$ cat src/rtl/demux_pkg.sv
// Shared definitions for the 1-to-N stream demultiplexer.
// Optional per-channel beat counters are enabled with DEMUX_1_N_STREAM_CNT_EN.
package demux_pkg;

   localparam int DEFAULT_DATA_W = 8;
   localparam int DEFAULT_N_OUT  = 2;
   localparam int CNT_W          = 16;

   // A slot is either holding a beat for its downstream or not.
   typedef enum logic {
      SLOT_EMPTY = 1'b0,
      SLOT_FULL  = 1'b1
   } slot_state_t;

endpackage

$ cat src/rtl/demux_slot.sv
// One-entry valid/ready holding register for a single output channel.
// The write side is only enabled by the parent when the slot can take a beat,
// so a write always lands either in an empty slot or in one being drained.
// With DEMUX_1_N_STREAM_CNT_EN defined, also counts output handshakes.
module demux_slot
   import demux_pkg::*;
#(
   parameter int DATA_W = DEFAULT_DATA_W
) (
   input  logic              clk,
   input  logic              rst,
   input  logic              wr_en,
   input  logic [DATA_W-1:0] wr_data,
   input  logic              rd_ready,
   output slot_state_t       state_o,
   output logic [DATA_W-1:0] data_o
`ifdef DEMUX_1_N_STREAM_CNT_EN
   ,
   output logic [CNT_W-1:0]  cnt_o
`endif
);

   slot_state_t       state_q, state_d;
   logic [DATA_W-1:0] data_q, data_d;
   logic              drain;

   assign drain = (state_q == SLOT_FULL) && rd_ready;

   // Next slot state: a write wins over a drain so a same-cycle refill keeps the slot full.
   always_comb begin
      state_d = state_q;
      data_d  = data_q;
      if (wr_en) begin
         state_d = SLOT_FULL;
         data_d  = wr_data;
      end else if (drain) begin
         state_d = SLOT_EMPTY;
      end
   end

   // Slot registers; reset drops any held beat immediately.
   always_ff @(posedge clk or posedge rst) begin
      if (rst) begin
         state_q <= SLOT_EMPTY;
         data_q  <= '0;
      end else begin
         state_q <= state_d;
         data_q  <= data_d;
      end
   end

   assign state_o = state_q;
   assign data_o  = data_q;

`ifdef DEMUX_1_N_STREAM_CNT_EN
   logic [CNT_W-1:0] cnt_q, cnt_d;

   // Handshake count, wrapping naturally at the counter width.
   always_comb begin
      cnt_d = cnt_q;
      if (drain) begin
         cnt_d = cnt_q + 1'b1;
      end
   end

   // Counter register.
   always_ff @(posedge clk or posedge rst) begin
      if (rst) begin
         cnt_q <= '0;
      end else begin
         cnt_q <= cnt_d;
      end
   end

   assign cnt_o = cnt_q;
`endif

endmodule

$ cat src/rtl/demux_1_n_stream.sv
// Registered 1-to-N stream demultiplexer. One input stream is steered to the
// output channel named by in_sel; each channel has its own one-entry slot so a
// stalled channel never blocks or corrupts another.
// Handshake: a beat moves on a side when valid && ready at a rising clk edge;
// valid never waits on ready, and in_ready does not look at in_valid.
// Out-of-range selects are accepted and discarded, raising sticky sel_err.
// Optional per-channel handshake counters: DEMUX_1_N_STREAM_CNT_EN.
module demux_1_n_stream
   import demux_pkg::*;
#(
   parameter int DATA_W = DEFAULT_DATA_W,
   parameter int N_OUT  = DEFAULT_N_OUT,
   parameter int SEL_W  = $clog2(N_OUT)
) (
   input  logic                    clk,
   input  logic                    rst,
   input  logic                    in_valid,
   output logic                    in_ready,
   input  logic [DATA_W-1:0]       in_data,
   input  logic [SEL_W-1:0]        in_sel,
   output logic [N_OUT-1:0]        out_valid,
   input  logic [N_OUT-1:0]        out_ready,
   output logic [N_OUT*DATA_W-1:0] out_data,
   output logic                    sel_err
`ifdef DEMUX_1_N_STREAM_CNT_EN
   ,
   output logic [N_OUT*CNT_W-1:0]  beat_cnt
`endif
);

   slot_state_t      slot_state [N_OUT];
   logic             sel_legal;
   logic [N_OUT-1:0] wr_en;
   logic             sel_err_q, sel_err_d;

   // Ready for the addressed slot; an illegal select is always swallowed.
   always_comb begin
      sel_legal = 1'b0;
      in_ready  = 1'b0;
      for (int k = 0; k < N_OUT; k++) begin
         if (in_sel == SEL_W'(k)) begin
            sel_legal = 1'b1;
            in_ready  = !out_valid[k] || out_ready[k];
         end
      end
      if (!sel_legal) begin
         in_ready = 1'b1;
      end
      if (rst) begin
         in_ready = 1'b0;
      end
   end

   // Select decode: only the addressed slot sees a write on an accept.
   always_comb begin
      wr_en = '0;
      for (int k = 0; k < N_OUT; k++) begin
         wr_en[k] = in_valid && in_ready && (in_sel == SEL_W'(k));
      end
   end

   // Sticky illegal-select flag, cleared only by reset.
   always_comb begin
      sel_err_d = sel_err_q | (in_valid && in_ready && !sel_legal);
   end

   // Error flag register.
   always_ff @(posedge clk or posedge rst) begin
      if (rst) begin
         sel_err_q <= 1'b0;
      end else begin
         sel_err_q <= sel_err_d;
      end
   end

   assign sel_err = sel_err_q;

   for (genvar k = 0; k < N_OUT; k++) begin : g_slot
      demux_slot #(
         .DATA_W (DATA_W)
      ) u_slot (
         .clk      (clk),
         .rst      (rst),
         .wr_en    (wr_en[k]),
         .wr_data  (in_data),
         .rd_ready (out_ready[k]),
         .state_o  (slot_state[k]),
         .data_o   (out_data[k*DATA_W +: DATA_W])
`ifdef DEMUX_1_N_STREAM_CNT_EN
         ,
         .cnt_o    (beat_cnt[k*CNT_W +: CNT_W])
`endif
      );

      assign out_valid[k] = (slot_state[k] == SLOT_FULL);
   end

endmodule

$ cat config.mk
export PLATFORM = sky130hd
export DESIGN_NAME = demux_1_n_stream
export DESIGN_NICKNAME = d
export VERILOG_FILES = /design/src/rtl/demux_pkg.sv /design/src/rtl/demux_slot.sv /design/src/rtl/demux_1_n_stream.sv
export SDC_FILE = /design/constraint.sdc
export NUM_CORES = 1
export LEC_CHECK = 0
export ABC_CLOCK_PERIOD_IN_PS = 1820
export CAP_MARGIN = 5
export CELL_PAD_IN_SITES_DETAIL_PLACEMENT = 1
export CELL_PAD_IN_SITES_GLOBAL_PLACEMENT = 1
export CORE_UTILIZATION = 32
export DETAILED_ROUTE_END_ITERATION = 16
export GPL_ROUTABILITY_DRIVEN = 0
export PLACE_DENSITY = 0.83
export SLEW_MARGIN = 20
export SYNTH_ARGS = -nofsm -noshare
export SYNTH_HDL_FRONTEND = slang
export SYNTH_HIERARCHICAL = 1
export SYNTH_SLANG_ARGS = --single-unit
$ cat constraint.sdc
create_clock -name clk -period 1.82 [get_ports clk]
set_input_delay 0.546 -clock clk [delete_from_list [all_inputs] [get_ports clk]]
set_output_delay 0.546 -clock clk [all_outputs]
set_load 0.005 [all_outputs]
==> Implementation_results.wiki, run 1 <==
{| class="wikitable"
! Metric !! Value
|-
| Slew Viols, Final || 0
|-
| Final antenna-violating net count || 0
|-
| Initial cell density of the core || 0.353
|-
| GRT Total Usage || 0.155
|-
| Required time reported for the critical path endpoint || 1270 ps
|-
| Share of the clock period used by the worst path || 0.957
|-
| Maximum clock frequency || between 500 and 600 MHz
|-
| Via count of the first global-routing pass || 590
|-
| Crit path time final || 1740 ps
|-
| Synthesized area || 811 um2
|-
| Reg2reg path depth || 5
|-
| Number of buffers inserted for hold repair after clock tree synthesis || 0
|-
| Number of synthesized register bits || 18
|-
| Vias || between 500 and 600
|-
| First-pass GRT wire length || 2950 um
|-
| Internal Power || 867 uW
|-
| Post-detailed-routing wire length || 1810 um
|-
| Wire per inst || 15.0 um
|-
| Startpoint of the worst-slack reg-to-reg timing path || g_slot[0].u_slot/state_o
|-
| Number of nets produced by synthesis || 65
|-
| Max Cap Viol || 0
|-
| Hold slack || 507 ps
|-
| Number of buffers inserted during clock tree synthesis || 3
|-
| Initial antenna violation count || 0
|-
| Net switching power figure || 262 uW
|-
| Clock-pin slew of the registers on the worst-case setup and hold paths || 100 ps
|-
| Register share of total power || 0.467
|-
| Number of enable-type register cells in the synthesized netlist || 0
|-
| Standard-cell rows || 17
|-
| Depth of the CTS H-tree || 1
|-
| Placed Cells incl. Taps || 117
|-
| Die Footprint || 2740 um2
|-
| Cell area after placement || 1200 um2
|-
| DIE HEIGHT || roughly 52 um
|-
| Endpoint type of the worst setup path || output pin
|-
| Worst setup slack after layout || 79.1 ps
|-
| Yosys warning total || 6
|-
| Resized cells post-CTS || 10
|-
| Violation count after the first detailed-route iteration || 2
|-
| Antenna cells || 0
|-
| Top flip-flop cell by instance count after synthesis || sky130_fd_sc_hd__dfrtp_1
|-
| Power consumption || 1.13 mW
|-
| Total DRC errors in the routed layout || 0
|-
| Number of I/O pins || 34
|-
| Final setup vio count || 0
|-
| Type of element launching the critical path || primary input
|-
| Worst endpoint data arrival time || approximately 1200 ps
|-
| Via count normalized by instance count || 4.50
|-
| Fin Setup TNS || 0 ps
|-
| Sw Share || 0.232
|-
| Maximum number of pins on one net before global-route repair || 11
|-
| Setup slack of the most critical reg-to-reg path || between 200 and 300 ps
|-
| Commonest cells in the synthesized netlist || 18 x sky130_fd_sc_hd__dfrtp_1, 16 x sky130_fd_sc_hd__mux2_4, 5 x sky130_fd_sc_hd__inv_1, 2 x sky130_fd_sc_hd__a21o_2, 2 x sky130_fd_sc_hd__buf_6
|-
| Final cell count without fillers || 121
|-
| Core area || 2300 um2
|-
| Cells taking the most area after synthesis || sky130_fd_sc_hd__dfrtp_1 56%, sky130_fd_sc_hd__mux2_4 30%, sky130_fd_sc_hd__buf_6 2.8%
|-
| Post CTS Setup Buffer Count || 0
|-
| Overflow left after global routing || 0
|-
| Area added between synthesis and finish || 51.4%
|-
| Yosys cell types || 13
|-
| Pre-CTS WS || -597 ps
|-
| Type of the worst min-delay path || primary input to asynchronous set/reset pin
|-
| Post-synth top area share || 0.556
|-
| Router iterations before antenna repair || 2
|-
| Clock Latency Late Sink || between 200 and 300 ps
|-
| Combinational fraction of design power || 0.318
|-
| Share of the yosys chip area belonging to registers || 0.556
|-
| Number of nets in the finished design || about 110
|-
| Setup repair after global routing missed its margin || false
|-
| DP Wirelength || 1380 um
|-
| Clk network pwr share || 0.215
|-
| Maximum number of buffers from clock root to sink || 2
|-
| TritonCTS clock tree || built
|-
| Fraction of layout instances using a drive strength above 1 || 0.355
|-
| Critical-path maximum fanout || 3
|-
| Clock Sink Count || 18
|-
| Cell taking the most area after synthesis || sky130_fd_sc_hd__dfrtp_1
|-
| Post-synth ARST share || 1.00
|-
| Die X || around 52 um
|-
| Average cell area after synthesis || ~16 um2
|-
| Leakage power || between 0.5 and 0.6 nW
|-
| CP Class || primary input to output pin
|-
| Share of the core filled with cells in the final layout || 0.534
|-
| Maximum VDD drop || 0.455 mV
|-
| Port-buffer cells || 32
|-
| Critical register-to-register path endpoint || g_slot[0].u_slot/data_o[1]
|-
| Instance count of the mapped netlist || 51
|-
| Layout filler cell count || 256
|-
| Post-route clock skew || 1.48 ps
|-
| Pwr Density || 920 nW/um2
|-
| Final cell area excluding filler cells || 1230 um2
|-
| Count of endpoints failing hold in the final timing report || 0
|-
| Master cell of the clock root buffer || sky130_fd_sc_hd__clkbuf_4
|-
| Run status || complete, no violations
|-
| Dominant cell by count in the synthesized netlist || sky130_fd_sc_hd__dfrtp_1
|}
==> flip-flops by register name, summed over array words and instances (netlist names) <==
| register | flops |
|---|---|
| g_slot.u_slot/data_o | 16 |
| g_slot.u_slot/state_o | 2 |
==> kinds of logic after synthesis <==
logic type / Yosys count / share of synthesized area
muxes: 16 / 0.296
AOI/OAI and AO/OA: 4 / 0.0386
buffers and inverters: 8 / 0.0602
DFF: 18 / 0.556
and+or+nand+nor: 4 / 0.0448
other: 1 / 0.00463
==> worst max-delay path by stage <==
stage | startpoint | end | depth (start not counted)
3_3_place_gp | out_ready[1] | in_ready | 4
5_1_grt | g_slot[0].u_slot/data_o[6] | out_data[6] | 1
3_5_place_dp | out_ready[1] | in_ready | 4
4_1_cts | in_sel | in_ready | 4
6_report | in_sel | in_ready | 4
2_1_floorplan | in_sel | g_slot[0].u_slot/data_o[0] | 3
==> routing by layer <==
layer / part of all wire / wire length, um / global-route usage / up-vias
li1: - / - / - / 255
met1: 0.45 / 812 / 0.201 / 265
met3: 0.046 / 84 / 0.0290 / 4
met2: 0.49 / 891 / 0.249 / 21
met4: 0.013 / 24 / 0.0658 / 0
met5: 0 / 0 / 0 / -
==> worst max-delay path, cell delays in order <==
cell	delay (ps)
sky130_fd_sc_hd__dlygate4sd2_1	260
sky130_fd_sc_hd__nor3b_1	200
sky130_fd_sc_hd__a311oi_1	60
sky130_fd_sc_hd__buf_2	130
==> cell usage in the layout, fill, tap and decap left out <==
cell type                         netlist  routed
sky130_fd_sc_hd__conb_1                 1       1
sky130_fd_sc_hd__a21oi_1                1       1
sky130_fd_sc_hd__clkbuf_8               0       1
sky130_fd_sc_hd__clkdlybuf4s50_1        0      25
sky130_fd_sc_hd__nor3b_1                1       1
sky130_fd_sc_hd__inv_1                  5       5
sky130_fd_sc_hd__mux2_4                16      16
sky130_fd_sc_hd__a311oi_1               1       1
sky130_fd_sc_hd__nor4b_2                1       1
sky130_fd_sc_hd__buf_2                  0       1
sky130_fd_sc_hd__dfrtp_1               18      18
sky130_fd_sc_hd__nor2b_1                1       1
sky130_fd_sc_hd__clkbuf_4               0       3
sky130_fd_sc_hd__nand3b_1               1       1
sky130_fd_sc_hd__buf_4                  1       9
sky130_fd_sc_hd__dlygate4sd2_1          0       6
sky130_fd_sc_hd__a21o_2                 2       2
==> final cells by class <==
cell class,instances,area (um2),share of cell area
inverter,5,18.8,0.0153
timing repair buffer,41,375,0.306
clock buffer,4,36.3,0.0296
sequential,18,450,0.367
multi-input combinational,25,312,0.254
tap,28,35.0,0.0285
==> power groups by stage <==
| stage | combinational [mW] | sequential, mW | clock, mW |
|---|---|---|---|
| global route | 0.387 | 0.536 | 0.277 |
| floorplan | 0.140 | 0.533 | 0 |
| detailed placement | 0.372 | 0.531 | 0 |
| finish | 0.359 | 0.527 | 0.243 |
| global placement | 0.364 | 0.530 | 0 |
| CTS | 0.365 | 0.527 | 0.254 |
No activity file was read; power rests on OpenSTA's default activity.
==> run 2: changes to the inputs <==
- CORE_UTILIZATION: 32 -> 31
- SYNTH_HIERARCHICAL: 1 -> unset
==> run 2 against run 1 <==
Clock skew up 6.5 ps; flip-flop and latch count stayed put; register-to-register slack improved by 180 ps; routed wire length fell by 9.9%; clock power up 2%; non-clock buffer count fell by 1; first-iteration DRC count rose to 2.5 times the previous value; via count decreased by 1.7%; die area is 1.5% lower; utilization shrank 0.93 points.
==> Implementation_results.wiki, run 2 <==
{| class="wikitable"
! Metric !! Value
|-
| Run status || complete, no violations (unchanged)
|-
| Yosys cell types || 15 (was 13)
|-
| Initial antenna violation count || 0 (unchanged)
|-
| Post-synth ARST share || 1.00 (unchanged)
|-
| Slew Viols, Final || 0 (unchanged)
|-
| Post-detailed-routing wire length || 1630 um (was 1810 um)
|-
| DP Wirelength || 1270 um (was 1380 um)
|-
| Worst min-delay path endpoint || g_slot[0].u_slot.data_o[3]
|-
| Most common cell after layout, fill and taps aside || sky130_fd_sc_hd__clkdlybuf4s50_1 (unchanged)
|-
| First-pass GRT wire length || 2820 um (was 2950 um)
|-
| Fin Setup TNS || 0 ps (unchanged)
|-
| Required time reported for the critical path endpoint || 2000 ps (was 1270 ps)
|-
| Post-route clock skew || 8.02 ps (was 1.48 ps)
|-
| Router iterations before antenna repair || 2 (unchanged)
|-
| Critical register-to-register path endpoint || g_slot[1].u_slot.data_o[3] (was g_slot[0].u_slot/data_o[1])
|-
| Setup repair after global routing missed its margin || false (unchanged)
|-
| Final antenna-violating net count || 0 (unchanged)
|-
| Maximum VDD drop || 0.578 mV (was 0.455 mV)
|-
| Wire per inst || 13.8 um (was 15.0 um)
|-
| Die X || 51.9 um (was 52.3 um)
|-
| Yosys warning total || 0 (was 6)
|-
| Type of element launching the critical path || primary input (unchanged)
|-
| Cells taking the most area after synthesis || sky130_fd_sc_hd__dfrtp_1 58%, sky130_fd_sc_hd__mux2_4 16%, sky130_fd_sc_hd__mux2_2 12% (was sky130_fd_sc_hd__dfrtp_1 56%, sky130_fd_sc_hd__mux2_4 30%, sky130_fd_sc_hd__buf_6 2.8%)
|-
| Final cell count without fillers || 118 (was 121)
|-
| Cell type with the highest occurrence count on the critical path || sky130_fd_sc_hd__buf_4
|-
| Worst endpoint data arrival time || 1950 ps (was 1190 ps)
|-
| Share of the clock period used by the worst path || 0.972 (was 0.957)
|-
| Leakage power || 0.564 nW (was 0.587 nW)
|-
| Number of synthesized register bits || 18 (unchanged)
|-
| Overflow left after global routing || 0 (unchanged)
|-
| Fraction of layout instances using a drive strength above 1 || 0.367 (was 0.355)
|-
| Pwr Density || 926 nW/um2 (was 920 nW/um2)
|-
| Top cell family by delay on the critical path || buffers and inverters (unchanged)
|-
| Commonest cells in the synthesized netlist || 18 x sky130_fd_sc_hd__dfrtp_1, 8 x sky130_fd_sc_hd__mux2_2, 8 x sky130_fd_sc_hd__mux2_4, 3 x sky130_fd_sc_hd__buf_4, 3 x sky130_fd_sc_hd__nand2_1 (was 18 x sky130_fd_sc_hd__dfrtp_1, 16 x sky130_fd_sc_hd__mux2_4, 5 x sky130_fd_sc_hd__inv_1, 2 x sky130_fd_sc_hd__a21o_2, 2 x sky130_fd_sc_hd__buf_6)
|-
| Share of the core filled with cells in the final layout || 0.525 (was 0.534)
|-
| Reg2reg path depth || 5 (unchanged)
|-
| Sequence of cells on the critical path || clkdlybuf4s50_1, buf_4, nor2b_2, and3_1, buf_4, mux2_4 (was dlygate4sd2_1, nor3b_1, a311oi_1, buf_2)
|-
| Share of the yosys chip area belonging to registers || 0.583 (was 0.556)
|-
| CP Class || primary input to flip-flop (was primary input to output pin)
|-
| Total buffers and inverters traversed by the critical path || 3 (was 2)
|-
| TritonCTS clock tree || built (unchanged)
|-
| Max reg flops || 16 (unchanged)
|-
| Hold slack || 518 ps (was 507 ps)
|-
| Clock Latency Late Sink || 290 ps (about the same)
|-
| Synthesized area || 773 um2 (was 811 um2)
|-
| Port-buffer cells || 32 (unchanged)
|-
| Dominant cell by count in the synthesized netlist || sky130_fd_sc_hd__dfrtp_1 (unchanged)
|-
| Clock Sink Count || 18 (unchanged)
|-
| Master cell of the clock root buffer || sky130_fd_sc_hd__clkbuf_4 (unchanged)
|-
| Cell area after placement || 1150 um2 (was 1200 um2)
|-
| Number of nets produced by synthesis || 64 (was 65)
|-
| Violation count after the first detailed-route iteration || 5 (was 2)
|-
| Number of nets in the finished design || 105 (was 108)
|-
| Cell taking the most area after synthesis || sky130_fd_sc_hd__dfrtp_1 (unchanged)
|-
| Standard-cell rows || 17 (unchanged)
|-
| Clock-pin slew of the registers on the worst-case setup and hold paths || 100 ps (about the same)
|-
| Vias || 536 (was 545)
|-
| Maximum number of buffers from clock root to sink || 2 (unchanged)
|-
| Layout filler cell count || 247 (was 256)
|-
| Final cell area excluding filler cells || 1190 um2 (was 1230 um2)
|-
| DIE HEIGHT || 51.9 um (was 52.3 um)
|-
| GRT Total Usage || 0.143 (was 0.155)
|-
| Hold Path Stages || 1
|-
| Setup slack of the most critical reg-to-reg path || 440 ps (was 260 ps)
|-
| Die Footprint || 2700 um2 (was 2740 um2)
|-
| Core area || 2280 um2 (was 2300 um2)
|-
| Maximum number of pins on one net before global-route repair || 11 (unchanged)
|-
| Number of enable-type register cells in the synthesized netlist || 0 (unchanged)
|-
| Number of I/O pins || 34 (unchanged)
|-
| Post-synth top area share || 0.583 (was 0.556)
|-
| Initial cell density of the core || 0.340 (was 0.353)
|-
| Startpoint of the worst-slack reg-to-reg timing path || g_slot[1].u_slot.state_o (was g_slot[0].u_slot/state_o)
|-
| Critical-path maximum fanout || 5 (was 3)
|-
| Crit path time final || 1770 ps (was 1740 ps)
|-
| Antenna cells || 0 (unchanged)
|-
| Type of the worst min-delay path || flip-flop to flip-flop (was primary input to asynchronous set/reset pin)
|-
| Total DRC errors in the routed layout || 0 (unchanged)
|-
| Footprint of the multi-input gates || 293 um2 (was 312 um2)
|-
| Maximum clock frequency || 565 MHz (was 574 MHz)
|-
| Crit path largest cell delay || 420 ps (was 260 ps)
|-
| Crit-path slowest cell || sky130_fd_sc_hd__clkdlybuf4s50_1 (was sky130_fd_sc_hd__dlygate4sd2_1)
|-
| Depth of the CTS H-tree || 1 (unchanged)
|-
| Startpoint of the worst hold path || g_slot[0].u_slot.data_o[3]
|-
| Average cell area after synthesis || 15.5 um2 (was 15.9 um2)
|-
| Sequential standard cell area || 450 um2 (unchanged)
|-
| Top flip-flop cell by instance count after synthesis || sky130_fd_sc_hd__dfrtp_1 (unchanged)
|-
| Count of endpoints failing hold in the final timing report || 0 (unchanged)
|-
| Instance count of the mapped netlist || 50 (was 51)
|-
| Number of buffers inserted during clock tree synthesis || 3 (unchanged)
|-
| Area added between synthesis and finish || 54.5% (was 51.4%)
|-
| Placed Cells incl. Taps || 113 (was 117)
|-
| Via count of the first global-routing pass || 635 (was 590)
|-
| Max Cap Viol || 0 (unchanged)
|-
| Via count normalized by instance count || 4.54 (was 4.50)
|-
| Commonest cells after routing, fill and taps aside || 27 x sky130_fd_sc_hd__clkdlybuf4s50_1, 18 x sky130_fd_sc_hd__dfrtp_1, 8 x sky130_fd_sc_hd__mux2_2, 8 x sky130_fd_sc_hd__mux2_4, 8 x sky130_fd_sc_hd__buf_4 (was 25 x sky130_fd_sc_hd__clkdlybuf4s50_1, 18 x sky130_fd_sc_hd__dfrtp_1, 16 x sky130_fd_sc_hd__mux2_4)
|-
| Endpoint type of the worst setup path || flip-flop (was output pin)
|-
| Final setup vio count || 0 (unchanged)
|}
[run 2: worst max path at each step]
stage | start | end | slack (ps) | cells past startpoint
3_3_place_gp | out_ready[0] | in_ready | -570 | 5
2_1_floorplan | in_valid | g_slot[1].u_slot.data_o[0] | 380 | 4
4_1_cts | out_ready[1] | in_ready | 8 | 5
5_1_grt | g_slot[1].u_slot.state_o | out_valid[1] | 3 | 1
3_5_place_dp | out_ready[0] | in_ready | -600 | 5
6_report | rst | g_slot[1].u_slot.data_o[3] | 50 | 6
[run 2: layout make-up]
class,count,area share
multi-input cells,27,0.245
well taps,28,0.0293
inverters,1,0.00314
repair buffers,40,0.315
clock buffers,4,0.0304
flip-flops and latches,18,0.377
[run 2: per-layer routing]
layer,up-vias,routed length [um],track usage
met1,275,684,0.175
met2,19,834,0.237
met3,0,116,0.0497
met4,0,0,0.0405
met5,-,0,0
li1,242,-,-
[run 2: kinds of logic after synthesis]
group | count (synthesis) | share of synthesized area
AND/OR/NAND/NOR | 9 | 0.0793
multiplexers | 17 | 0.285
buffers and inverters | 5 | 0.0485
flip-flops | 18 | 0.583
other | 1 | 0.00485
[run 2: metrics by stage]
step | setup WS [ps] | power [mW]
floorplan | 383 | 0.652
global placement | -571 | 0.859
detailed placement | -604 | 0.869
CTS | 8.17 | 1.13
global route | 2.95 | 1.17
finish | 51.1 | 1.11
[run 2: repair_timing]
item,in CTS,in global routing
hold buffers,0,0
pin swaps,1,1
setup buffers,1,0
setup endpoints to repair,1,3
resized for setup,8,3
gates cloned,0,0
[run 2: report_power, final]
| group | internal [mW] | total, mW | switching [mW] |
|---|---|---|---|
| clock | 0.122 | 0.248 | 0.126 |
| sequential | 0.478 | 0.522 | 0.0445 |
| combinational | 0.248 | 0.337 | 0.0887 |
| total | 0.848 | 1.11 | 0.259 |
